## config.mk

```make
export PLATFORM = sky130hd
export DESIGN_NAME = func_grad_seq
export DESIGN_NICKNAME = d
export VERILOG_FILES = /design/src/rtl/func_grad_seq.sv
export SDC_FILE = /design/constraint.sdc
export NUM_CORES = 1
export LEC_CHECK = 0
export BUFFER_PORTS_ARGS = -buffer_cell sky130_fd_sc_hd__buf_2
export CAP_MARGIN = 5
export CORE_AREA = 2 2 226 228
export DETAILED_ROUTE_END_ITERATION = 10
export DIE_AREA = 0 0 228 230
export PLACE_DENSITY = 0.85
export SLEW_MARGIN = 20
export SYNTH_ARGS = -nofsm -noshare
export SYNTH_HDL_FRONTEND = slang
export SYNTH_SLANG_ARGS = --single-unit
```

## constraint.sdc

```tcl
create_clock -name clk -period 10.4 [get_ports clk]
set_input_delay 0.52 -clock clk [delete_from_list [all_inputs] [get_ports clk]]
set_output_delay 0.52 -clock clk [all_outputs]
set_load 0.02 [all_outputs]
```

## src/rtl/func_grad_seq.sv

```systemverilog
// Central-difference sequencer: drives one evaluator through f(x+H) then f(x-H)
// over the start_func/func_done four-phase handshake and forms their difference.
module func_grad_seq #(
  parameter logic signed [31:0] H       = 32'sh00000010,
  parameter int                 TIMEOUT = 64
) (
  input  logic         clk,
  input  logic         rst_n,
  input  logic         start,
  input  logic [31:0]  x_in,
  output logic         busy,
  output logic         done,
  output logic [127:0] y_plus,
  output logic [127:0] y_minus,
  output logic [127:0] diff,
  output logic         sat,
  output logic         ovf,
  output logic         timeout_err,
  output logic         start_func,
  output logic [31:0]  x_func,
  input  logic [127:0] y_func,
  input  logic         func_done
);

  localparam int CW = $clog2(TIMEOUT + 1);

  typedef enum logic [2:0] {IDLE, REQ_P, REL_P, REQ_M, REL_M, DIFF, DONE} state_t;

  state_t          state;
  logic [CW-1:0]   wait_cnt;
  logic [31:0]     x_minus;
  logic [32:0]     sum_p, sum_m;
  logic [31:0]     sat_p, sat_m;
  logic            clamp_p, clamp_m;
  logic [127:0]    diff_calc;
  logic            ovf_calc;
  logic            timed_out;

  // 33-bit sums expose signed overflow as a mismatch between the top two bits
  always_comb begin
    sum_p     = {x_in[31], x_in} + {H[31], H};
    sum_m     = {x_in[31], x_in} - {H[31], H};
    clamp_p   = sum_p[32] ^ sum_p[31];
    clamp_m   = sum_m[32] ^ sum_m[31];
    sat_p     = clamp_p ? (sum_p[32] ? 32'h80000000 : 32'h7FFFFFFF) : sum_p[31:0];
    sat_m     = clamp_m ? (sum_m[32] ? 32'h80000000 : 32'h7FFFFFFF) : sum_m[31:0];
    diff_calc = y_plus - y_minus;
    ovf_calc  = (y_plus[127] != y_minus[127]) && (diff_calc[127] != y_plus[127]);
    timed_out = (wait_cnt == CW'(TIMEOUT - 1));
  end

  always_ff @(posedge clk or negedge rst_n) begin
    if (!rst_n) begin
      state       <= IDLE;
      wait_cnt    <= '0;
      x_minus     <= '0;
      busy        <= 1'b0;
      done        <= 1'b0;
      y_plus      <= '0;
      y_minus     <= '0;
      diff        <= '0;
      sat         <= 1'b0;
      ovf         <= 1'b0;
      timeout_err <= 1'b0;
      start_func  <= 1'b0;
      x_func      <= '0;
    end else begin
      case (state)
        IDLE: begin
          // A stale func_done from an aborted handshake must drop before a new request
          if (start && !func_done) begin
            x_minus     <= sat_m;
            x_func      <= sat_p;
            sat         <= clamp_p | clamp_m;
            ovf         <= 1'b0;
            timeout_err <= 1'b0;
            y_plus      <= '0;
            y_minus     <= '0;
            diff        <= '0;
            start_func  <= 1'b1;
            busy        <= 1'b1;
            wait_cnt    <= '0;
            state       <= REQ_P;
          end
        end
        REQ_P, REL_P, REQ_M, REL_M: begin
          if ((state == REQ_P || state == REQ_M) ? func_done : !func_done) begin
            wait_cnt <= '0;
            case (state)
              REQ_P: begin
                y_plus     <= y_func;
                start_func <= 1'b0;
                state      <= REL_P;
              end
              REL_P: begin
                x_func     <= x_minus;
                start_func <= 1'b1;
                state      <= REQ_M;
              end
              REQ_M: begin
                y_minus    <= y_func;
                start_func <= 1'b0;
                state      <= REL_M;
              end
              default: state <= DIFF;
            endcase
          end else if (timed_out) begin
            // Abort: the unfinished phase reports zero and the result is flagged
            if (state == REQ_P || state == REL_P) y_plus <= '0;
            else                                  y_minus <= '0;
            timeout_err <= 1'b1;
            start_func  <= 1'b0;
            diff        <= '0;
            busy        <= 1'b0;
            done        <= 1'b1;
            wait_cnt    <= '0;
            state       <= DONE;
          end else begin
            wait_cnt <= wait_cnt + 1'b1;
          end
        end
        DIFF: begin
          diff  <= diff_calc;
          ovf   <= ovf_calc;
          busy  <= 1'b0;
          done  <= 1'b1;
          state <= DONE;
        end
        DONE: begin
          if (!start) begin
            done  <= 1'b0;
            state <= IDLE;
          end
        end
        default: state <= IDLE;
      endcase
    end
  end

endmodule

```

# [After elaboration in Yosys (flattened, before gate mapping)]
# Cells that the tools add are included.
[word_totals] ff_bits=464 inputBits=164 output_inout_bits=422 wordCells=111
[op_classes] n_addsub=4 eq_ne=21 muxes=47 n_bitwise=3 n_reduce_logical=23
[ops] op="$mux 128" count=11
[ops] op="$pmux 128 s2" count=2
[ops] op="$pmux 128 s3" count=1
[ops] op="$mux 32" count=7
[ops] op="$sub 128x128->128" count=1
[ops] op="$pmux 32 s2" count=1
[ops] op="$add 32x6->33 const B" count=1
[ops] op="$sub 32x6->33 const B" count=1
[ops] op="$mux 7" count=3
[ops] op="$reduce_and 4->1" count=5
[ops] op="$ne 3x3->1 const B" count=5
[ops] op="$pmux 7 s2" count=1
[ops] op="$mux 3" count=4
[ops] op="$ne 2x2->1 const B" count=6
[ops] op="$pmux 3 s4" count=1
[ops] op="$reduce_and 5->1" count=2
[ops] op="$eq 3x3->1 const B" count=3
[ops] op="$mux 1" count=9
[ops] op="$pmux 3 s3" count=1
[ops] op="$pmux 1 s2" count=4
[ops] op="$add 7x1->7 const B" count=1
[ops] op="$eq 7x6->1 const B" count=1
[ops] op="$eq 3x2->1 const B" count=2
[ops] op="$pmux 1 s3" count=2
[ops] op="other kinds (15)" count=23

# [Depth between registers and ports, before layout]
# Gate-level depths: netlist (run 1).
[depth] depth_word=6 mapped_depth=15 ltp_nobuf=15

# [Worst setup path after synthesis (run 1)]
# OpenSTA, ideal clock, no wires.
[synth_timing] path_type="flip-flop to flip-flop" start="register y_plus[0]" end="register diff[116]" setup_ns=0.122 arrival_ns=3.780 required_time_ns=10.278 path_slack_ns=6.498 path_stages_with_launch=16 n_path_buf=0 period_less_slack_ns=3.902 cell_sequence="dfrtp_1 > inv_1 > ha_1 > fa_1 > nand2b_1 > a21o_1 > a2111oi_4 > o211ai_2 > o211a_4 > nor3_2 > a311oi_1 > o31a_1 > o21a_1 > o41a_1 > nand2b_4 > a32o_1"
[synth_via] elab_chain_len=2
[synth_lines] element="from (decl)" line="13" source="output logic [127:0] y_plus,"
[synth_lines] element="from (signal assigned)" line="91" source="y_plus <= y_func;"
[synth_lines] element="$sub 128x128->128" line="47" source="diff_calc = y_plus - y_minus;"
[synth_lines] element="$pmux 128 s3" line="68" source="case (state)"
[synth_lines] element="to (signal assigned)" line="123" source="diff <= diff_calc;"
[synth_lines] element="to (decl)" line="15" source="output logic [127:0] diff,"
# No other way between the ends.
# A chain may end at the register's enable or synchronous reset.

# [Final worst setup path (run 1)]
# Ends and elaborated chain as after synthesis.

==> out/results.tsv, run 1 <==
stage	metric	value	unit
run_status	status	finished, final reports clean	
synthesis	Seq/Total Area, Yosys	0.420	
route	drt drc	0	
hold_path	class of the worst hold path	input port to flop	
setup_path	worst reg2reg path depth	15	
synthesis	Post-Synth Simple-Gate Area	0.179	
synthesis	YS warnings	0	
setup_path	Reg2Reg Setup Slack	5.94	ns
timing	period utilisation layout	0.429	
synthesis	Mapped Area	27700	um^2
grt	grt total ovfl	0	
setup_path	CP Data Arrival Time	4.93	ns
clocking	clock tree buffer depth	3	
layout	P&R area growth vs syn	17.6	%
layout	layout cells sized above 1	0.189	
setup_path	Worst Setup End Kind	flop	
layout	Post-layout nets	4139	
timing	Fin Setup TNS	0	ns
setup_path	reg2reg end	diff[116]$_DFFE_PN0P_	
hold_path	Worst Hold End	y_minus[29]$_DFFE_PN0P_	
floorplanning	total core area	49900	um^2
place	GP Congestion	0.996	
synthesis	post-synthesis mux area share	0.00145	
setup_path	R2R Path Start	y_plus[0]$_DFFE_PN0P_	
clocking	Clock Latency Late Sink	0.61	ns
timing	Final Setup Violations	0	
timing	RSZ-0062 raised after global routing	no	
synthesis	Post-Synthesis Cells	3393	
clocking	CTS Buf Count	50	
timing	Worst-Margin Slew	1.19	ns
floorplanning	Initial Util	0.555	
grt	first-pass GRT wire length	145	mm
setup_path	critical path data required time	10.87	ns
synthesis	post-synthesis xor/xnor area fraction	0.0504	
floorplanning	IO Count	586	
synthesis	mean area per synthesized cell	8.15	um^2
synthesis	asr flop ratio synth	1.00	
place	HPWL Detailed	68.4	mm
synthesis	Mapped Nets	3689	
clocking	Post-CTS Setup Bufs	0	
clocking	clk root buf	clkbuf_16	
setup_path	Max FO, Critical Path	5	
timing	Rel. slew slack	0.208	
floorplanning	Rows	82	
timing	FMAX	0.224	GHz
floorplanning	die height	230	um
route	post-DR wirelength/cell	20.3	um
synthesis	largest family of logic cells by synthesized area	compound AO/OA/AOI/OAI gates	
clocking	CTS clk-pin slew, worst paths	0.06	ns
timing	clk_skew	0.0269	ns
route	ANT nets after route	0	
flow_run	max-cap violations	0	
synthesis	EDFF count, synth	0	
synthesis	Compound-Gate Fraction of Synth Area	0.234	
clocking	TritonCTS clock tree	done	
grt	initial antenna violation count	11	
grt	vias in the first global route	25700	
clocking	H-tree Lvls	2	
synthesis	ys flop type	dfrtp_1	
timing	final number of max-transition violations	0	
route	via count	27000	
synthesis	Synth cell types	83	
route	Vias/cell	5.93	
hold_path	WHS Path Cells	3	
route	Starting DRT DRC Count	2516	
setup_path	CP Class	flop to flop	
grt	GRT Total Usage	0.346	
synthesis	Synth Area in Adders	0.0600	
timing	Period minus WS final	4.46	ns
floorplanning	Die Area	52400	um^2
place	PortBufs	585	
setup_path	Critical Path Start Type	flop	
floorplanning	Die Width	228	um
route	aggregate routed wire length	92.5	mm
route	First-pass DRT Iterations	6	
grt	largest net degree at the start of global routing	257	
hold_path	worst hold start	y_func[29]	
synthesis	Seq cells post-synth	464	
timing	Hold Vio Cnt, Final	0	
clocking	# clock sinks	464	
==> layout make-up <==
type                    instances  area [um^2]
fillers                      4155        17300
multi-input cells            2534        14600
flip-flops and latches        464        11600
repair buffers                605         3130
clock buffers                  74         1500
well taps                     672          841
inverters                     188          706
clock inverters                17          146
diodes                          8         20.0
==> placed cells by master, fill, tap and decap left out, types with 6 or more instances in the layout <==
cell,Yosys,layout
ha_1,131,131
a22o_1,11,11
and3_1,15,15
or2_2,12,11
xnor2_1,102,102
nand4_1,72,72
nor2_1,181,178
inv_1,188,188
nand2_1,707,707
nand2b_1,21,20
o22ai_1,18,18
and4_1,7,7
nor4_1,9,8
xor2_1,57,57
clkbuf_1,185,9
a31oi_1,16,16
nand3_1,28,27
o21bai_1,55,54
diode_2,0,8
a21oi_1,255,255
clkbuf_16,0,51
buf_2,9,584
o31ai_1,19,19
and2_1,10,10
buf_4,5,16
clkinv_2,0,7
a221oi_1,8,8
o22a_1,31,31
o41ai_1,6,6
a21o_1,58,58
nor3_1,37,37
or3_1,15,15
clkbuf_8,0,14
nor2b_1,14,14
o21a_1,28,28
o21ai_0,497,497
dfrtp_1,464,464
o21ai_1,20,20
==> critical path, stage by stage (launching register included) <==
cell	delay (ns)
dfrtp_1	0.37
inv_1	0.05
ha_1	0.22
fa_1	0.40
nand2b_1	0.24
a21o_1	0.21
a2111oi_4	0.34
o211ai_2	0.14
o211a_4	0.30
nor3_2	0.16
a311oi_1	0.25
o31a_1	0.48
o21a_1	0.27
o41a_1	0.48
nand2b_4	0.18
a32o_1	0.24
==> kinds of logic (layout without fill, tap and decap cells) <==
| logic type | after synthesis | in the layout |
|---|---|---|
| and+or+nand+nor | 1146 | 1146 |
| xor gates and xnor gates | 159 | 159 |
| AOI/OAI and AO/OA | 1093 | 1093 |
| other | 0 | 8 |
| buffers and inverters | 395 | 884 |
| muxes | 4 | 4 |
| DFF | 464 | 464 |
| adders and majority gates | 132 | 132 |
==> stage by stage <==
| stage | setup WS [ns] | std cells | instance area, um^2 | utilization | hold WS [ns] |
|---|---|---|---|---|---|
| final | 5.94 | 4562 | 32500 | 0.652 | 0.169 |
| after global placement | 6.07 | 4461 | 30800 | 0.618 | 0.456 |
| after CTS | 5.95 | 4553 | 32500 | 0.651 | 0.142 |
| after floorplan | 6.50 | 3393 | 27700 | - | 0.224 |
| after global routing | 5.69 | 4560 | 32500 | 0.652 | 0.184 |
| after detailed placement | 6.00 | 4461 | 30800 | 0.618 | 0.465 |
==> what timing repair did <==
action                    CTS  global route
gates resized for setup     0             0
hold endpoints to repair   41             0
hold buffers                1             0
==> registers in the layout, summed over array words and instances, names as in the netlist <==
signal,count
ovf,1
wait_cnt,7
diff,128
sat,1
state,3
y_plus,128
x_minus,32
y_minus,128
timeout_err,1
x_func,32
start_func,1
busy,1
done,1
==> layer usage <==
metal | part of all wire | track usage | up-vias
met5 | 0.00045 | 0 | -
met4 | 0.052 | 0.171 | 6
met3 | 0.080 | 0.0632 | 245
met2 | 0.46 | 0.558 | 1210
met1 | 0.40 | 0.450 | 13000
li1 | - | - | 12600
==> cells in the mapped netlist, types with 4 or more instances <==
| master | count | share of area |
|---|---|---|
| nor2_1 | 181 | 0.025 |
| clkbuf_1 | 185 | 0.025 |
| and4_1 | 7 | 0.0022 |
| o211ai_1 | 4 | 0.0011 |
| a31oi_1 | 16 | 0.0036 |
| nor3_1 | 37 | 0.0067 |
| buf_2 | 9 | 0.0016 |
| a21oi_1 | 255 | 0.046 |
| nand2b_1 | 21 | 0.0048 |
| or4_1 | 5 | 0.0014 |
| and2_1 | 10 | 0.0023 |
| o21a_1 | 28 | 0.0076 |
| o21ai_0 | 497 | 0.090 |
| o31a_1 | 5 | 0.0016 |
| nand4_1 | 72 | 0.016 |
| or2_2 | 12 | 0.0027 |
| o31ai_1 | 19 | 0.0052 |
| a41oi_1 | 4 | 0.0013 |
| o22a_1 | 31 | 0.0098 |
| and3_1 | 15 | 0.0034 |
| inv_1 | 188 | 0.026 |
| nand3_1 | 28 | 0.0051 |
| o21ai_1 | 20 | 0.0036 |
| xor2_1 | 57 | 0.018 |
| o2111ai_1 | 4 | 0.0013 |
| a21o_1 | 58 | 0.016 |
| xnor2_1 | 102 | 0.032 |
| nor2b_1 | 14 | 0.0032 |
| buf_4 | 5 | 0.0014 |
| o41ai_1 | 6 | 0.0019 |
| a221oi_1 | 8 | 0.0025 |
| o22ai_1 | 18 | 0.0041 |
| nand2_1 | 707 | 0.096 |
| buf_1 | 5 | 0.00068 |
| or3_1 | 15 | 0.0034 |
| ha_1 | 131 | 0.059 |
| mux2i_1 | 4 | 0.0014 |
| a31o_2 | 5 | 0.0016 |
| o21bai_1 | 55 | 0.015 |
| nor4_1 | 9 | 0.0020 |
| dfrtp_1 | 464 | 0.42 |
| a22o_1 | 11 | 0.0035 |
| a21boi_0 | 5 | 0.0014 |
==> worst max-delay path by stage <==
stage	cells after the start	end	startpoint
floorplan	15	diff[116]$_DFFE_PN0P_	y_plus[0]$_DFFE_PN0P_
global placement	15	diff[116]$_DFFE_PN0P_	y_plus[0]$_DFFE_PN0P_
detailed placement	15	diff[118]$_DFFE_PN0P_	y_plus[0]$_DFFE_PN0P_
CTS	15	diff[118]$_DFFE_PN0P_	y_plus[0]$_DFFE_PN0P_
global route	15	diff[126]$_DFFE_PN0P_	y_plus[0]$_DFFE_PN0P_
finish	15	diff[116]$_DFFE_PN0P_	y_plus[0]$_DFFE_PN0P_
Power of run 1 is left out: the tool's default activity adds up to more than one toggle a clock period on the data nets, which glitch-free logic cannot reach.
==> run 2, diff against run 1 <==
--- a/config.mk
+++ b/config.mk
@@ -5,12 +5,13 @@
 export SDC_FILE = /design/constraint.sdc
 export NUM_CORES = 1
 export LEC_CHECK = 0
+export ABC_AREA = 1
 export BUFFER_PORTS_ARGS = -buffer_cell sky130_fd_sc_hd__buf_2
 export CAP_MARGIN = 5
-export CORE_AREA = 2 2 226 228
+export CORE_AREA = 2 2 246 248
 export DETAILED_ROUTE_END_ITERATION = 10
-export DIE_AREA = 0 0 228 230
-export PLACE_DENSITY = 0.85
+export DIE_AREA = 0 0 248 250
+export PLACE_DENSITY = 0.84
 export SLEW_MARGIN = 20
 export SYNTH_ARGS = -nofsm -noshare
 export SYNTH_HDL_FRONTEND = slang
==> constraint.sdc (replaced) <==
create_clock -name clk -period 4.5 [get_ports clk]
set_input_delay 0.225 -clock clk [delete_from_list [all_inputs] [get_ports clk]]
set_output_delay 0.225 -clock clk [all_outputs]
set_load 0.02 [all_outputs]
==> out/results.tsv, run 2 <==
stage	metric	value	unit
layout	post-route cell area	39700	um^2
synthesis	Synth Area in Adders	0.0502	
grt	initial antenna violation count	5	
clocking	CTS Buf Count	50	
grt	vias in the first global route	35300	
layout	Top Registers	diff x128, y_minus x128, y_plus x128	
route	via count	37500	
clocking	CTS clk-pin slew, worst paths	0.07	ns
layout	commonest cells after routing, fill and taps aside	nand2_1, inv_1, buf_2	
grt	largest net degree at the start of global routing	143	
power_and_ir_drop	maximum VDD drop	0.958	mV
clocking	Clock Latency Late Sink	0.63	ns
timing	Final Setup Violations	0	
synthesis	Mapped Nets	5599	
floorplanning	Die Width	248	um
route	Vias/cell	5.52	
run_status	status	finished, final reports clean	
synthesis	most common cell in the netlist	nand2_1	
layout	Post-layout nets	6272	
synthesis	EDFF count, synth	0	
power_and_ir_drop	pwr dens	856	nW/um^2
synthesis	asr flop ratio synth	1.00	
grt	first-pass GRT wire length	209	mm
timing	Fin Setup TNS	0	ns
layout	P&R area growth vs syn	20.2	%
synthesis	post-synthesis xor/xnor area fraction	0.0183	
clocking	# clock sinks	464	
timing	Period minus WS final	3.63	ns
synthesis	post-synth top area share	0.351	
grt	GRT Total Usage	0.442	
synthesis	mean area per synthesized cell	6.23	um^2
clocking	H-tree Lvls	2	
place	pre-CTS setup slack	1.03	ns
synthesis	commonest cells in the netlist	nand2_1, inv_1, dfrtp_1, nor2_1, o21ai_1	
clocking	clock tree buffer depth	3	
synthesis	Post-Synth Simple-Gate Area	0.342	
synthesis	Seq cells post-synth	464	
timing	Hold Vio Cnt, Final	0	
synthesis	Post-Synthesis Cells	5303	
clocking	TritonCTS clock tree	done	
route	First-pass DRT Iterations	7	
setup_path	Worst Setup End Kind	flop	
synthesis	post-synthesis mux area share	0	
synthesis	Compound-Gate Fraction of Synth Area	0.105	
place	PortBufs	585	
setup_path	CP Class	flop to flop	
route	ANT nets after route	0	
floorplanning	total core area	59600	um^2
timing	final number of max-transition violations	0	
layout	layout cells sized above 1	0.124	
grt	grt total ovfl	0	
route	post-DR wirelength/cell	20.6	um
floorplanning	Rows	90	
floorplanning	Initial Util	0.555	
clocking	clk root buf	clkbuf_16	
route	aggregate routed wire length	140	mm
place	DP Area	36600	um^2
layout	most common cell after layout, fill and taps aside	nand2_1	
timing	Rel. slew slack	0.222	
route	Starting DRT DRC Count	4071	
layout	FILL cells	5263	
flow_run	max-cap violations	0	
setup_path	critical path data required time	5.01	ns
synthesis	Synth cell types	49	
synthesis	Seq/Total Area, Yosys	0.351	
place	HPWL Detailed	108	mm
timing	period utilisation layout	0.807	
setup_path	Max FO, Critical Path	45	
route	drt drc	0	
synthesis	ys flop type	dfrtp_1	
hold_path	class of the worst hold path	input port to flop	
timing	Worst-Margin Slew	1.17	ns
layout	sequential cell area	11600	um^2
layout	area of the multi-input gates	17100	um^2
clocking	Post-CTS Setup Bufs	0	
synthesis	largest family of logic cells by synthesized area	simple AND/OR/NAND/NOR gates	
timing	FMAX	0.275	GHz
place	GP Congestion	1.09	
clocking	Post-CTS Hold Buffers	138	
synthesis	synth top area cells	dfrtp_1, nand2_1, inv_1, ha_1, nor2_1	
synthesis	area leader, netlist	dfrtp_1	
synthesis	YS warnings	0	
clocking	Resized cells post-CTS	0	
timing	RSZ-0062 raised after global routing	no	
timing	clk_skew	0.0260	ns
floorplanning	die height	250	um
power_and_ir_drop	LEAKAGE	23.3	nW
setup_path	Critical Path Start Type	flop	
synthesis	Mapped Area	33000	um^2
setup_path	CP Data Arrival Time	4.14	ns
floorplanning	IO Count	586	
timing	worst hold margin	0.0378	ns
timing	post-route worst setup slack	0.867	ns
floorplanning	Die Area	62000	um^2
[run 2: cells by family (layout without fill, tap and decap cells)]
kind of cell               count (synthesis)  in the layout
other                                      0              6
adders and majority gates                132            132
buffers and inverters                   1115           1826
xor gates and xnor gates                  69             69
DFF                                      464            464
and+or+nand+nor                         2851           2851
AOI/OAI and AO/OA                        672            672
[run 2: path summary, 6_finish.rpt]
kind	from	end	slack, ns	cells past startpoint
worst max-delay path	state[0]$_DFFE_PN0P_	x_minus[28]$_DFFE_PN0P_	0.87	13
worst min-delay path	x_in[14]	x_minus[14]$_DFFE_PN0P_	0.04	4
worst max register to register	state[0]$_DFFE_PN0P_	x_minus[28]$_DFFE_PN0P_	0.87	13
worst min register to register	diff[83]$_DFFE_PN0P_	diff[83]$_DFFE_PN0P_	0.48	2
max in group asynchronous	rst_n	diff[10]$_DFFE_PN0P_	2.98	3
min in group asynchronous	rst_n	y_minus[31]$_DFFE_PN0P_	0.26	2
[run 2: layout make-up]
cell class	count	area share
Clock buffer	66	0.0345
Antenna cell	6	0.000378
Multi-Input combinational cell	3724	0.430
Sequential cell	464	0.292
Timing Repair Buffer	751	0.116
Clock inverter	24	0.00901
Tap cell	782	0.0246
Inverter	985	0.0931
[run 2: worst max-delay path, cell delays in order (launching register included)]
cell     delay, ns
dfrtp_1       0.43
inv_2         0.06
nor2_1        0.14
inv_2         0.08
ha_1          0.36
nand3_1       0.11
nand2_1       0.15
nand3_4       0.49
nor2_4        0.26
buf_4         0.38
inv_2         0.10
nor2_2        0.48
buf_4         0.34
a21oi_1       0.10
[run 2: report_power, final]
group          switching, mW  leakage, nW  internal (mW)
sequential             0.839         6.15           5.31
combinational           17.5         16.3           5.93
clock                   1.90        0.840           2.57
total                   20.2         23.3           13.8
[run 2: per-stage QoR]
step	std cells	power (mW)	util
detailed placement	6568	28.4	0.614
floorplan	5303	20.8	-
global route	6798	36.0	0.667
global placement	6568	28.1	0.614
CTS	6796	33.0	0.667
finish	6802	34.0	0.667
[run 2: metal layers]
layer,vias to the layer above,wire [um],global-route usage
met2,2218,61100,0.680
met5,-,32,0
li1,17500,-,-
met3,380,15400,0.0897
met4,4,7180,0.197
met1,17400,56100,0.600
No activity file was read; power rests on OpenSTA's default activity.
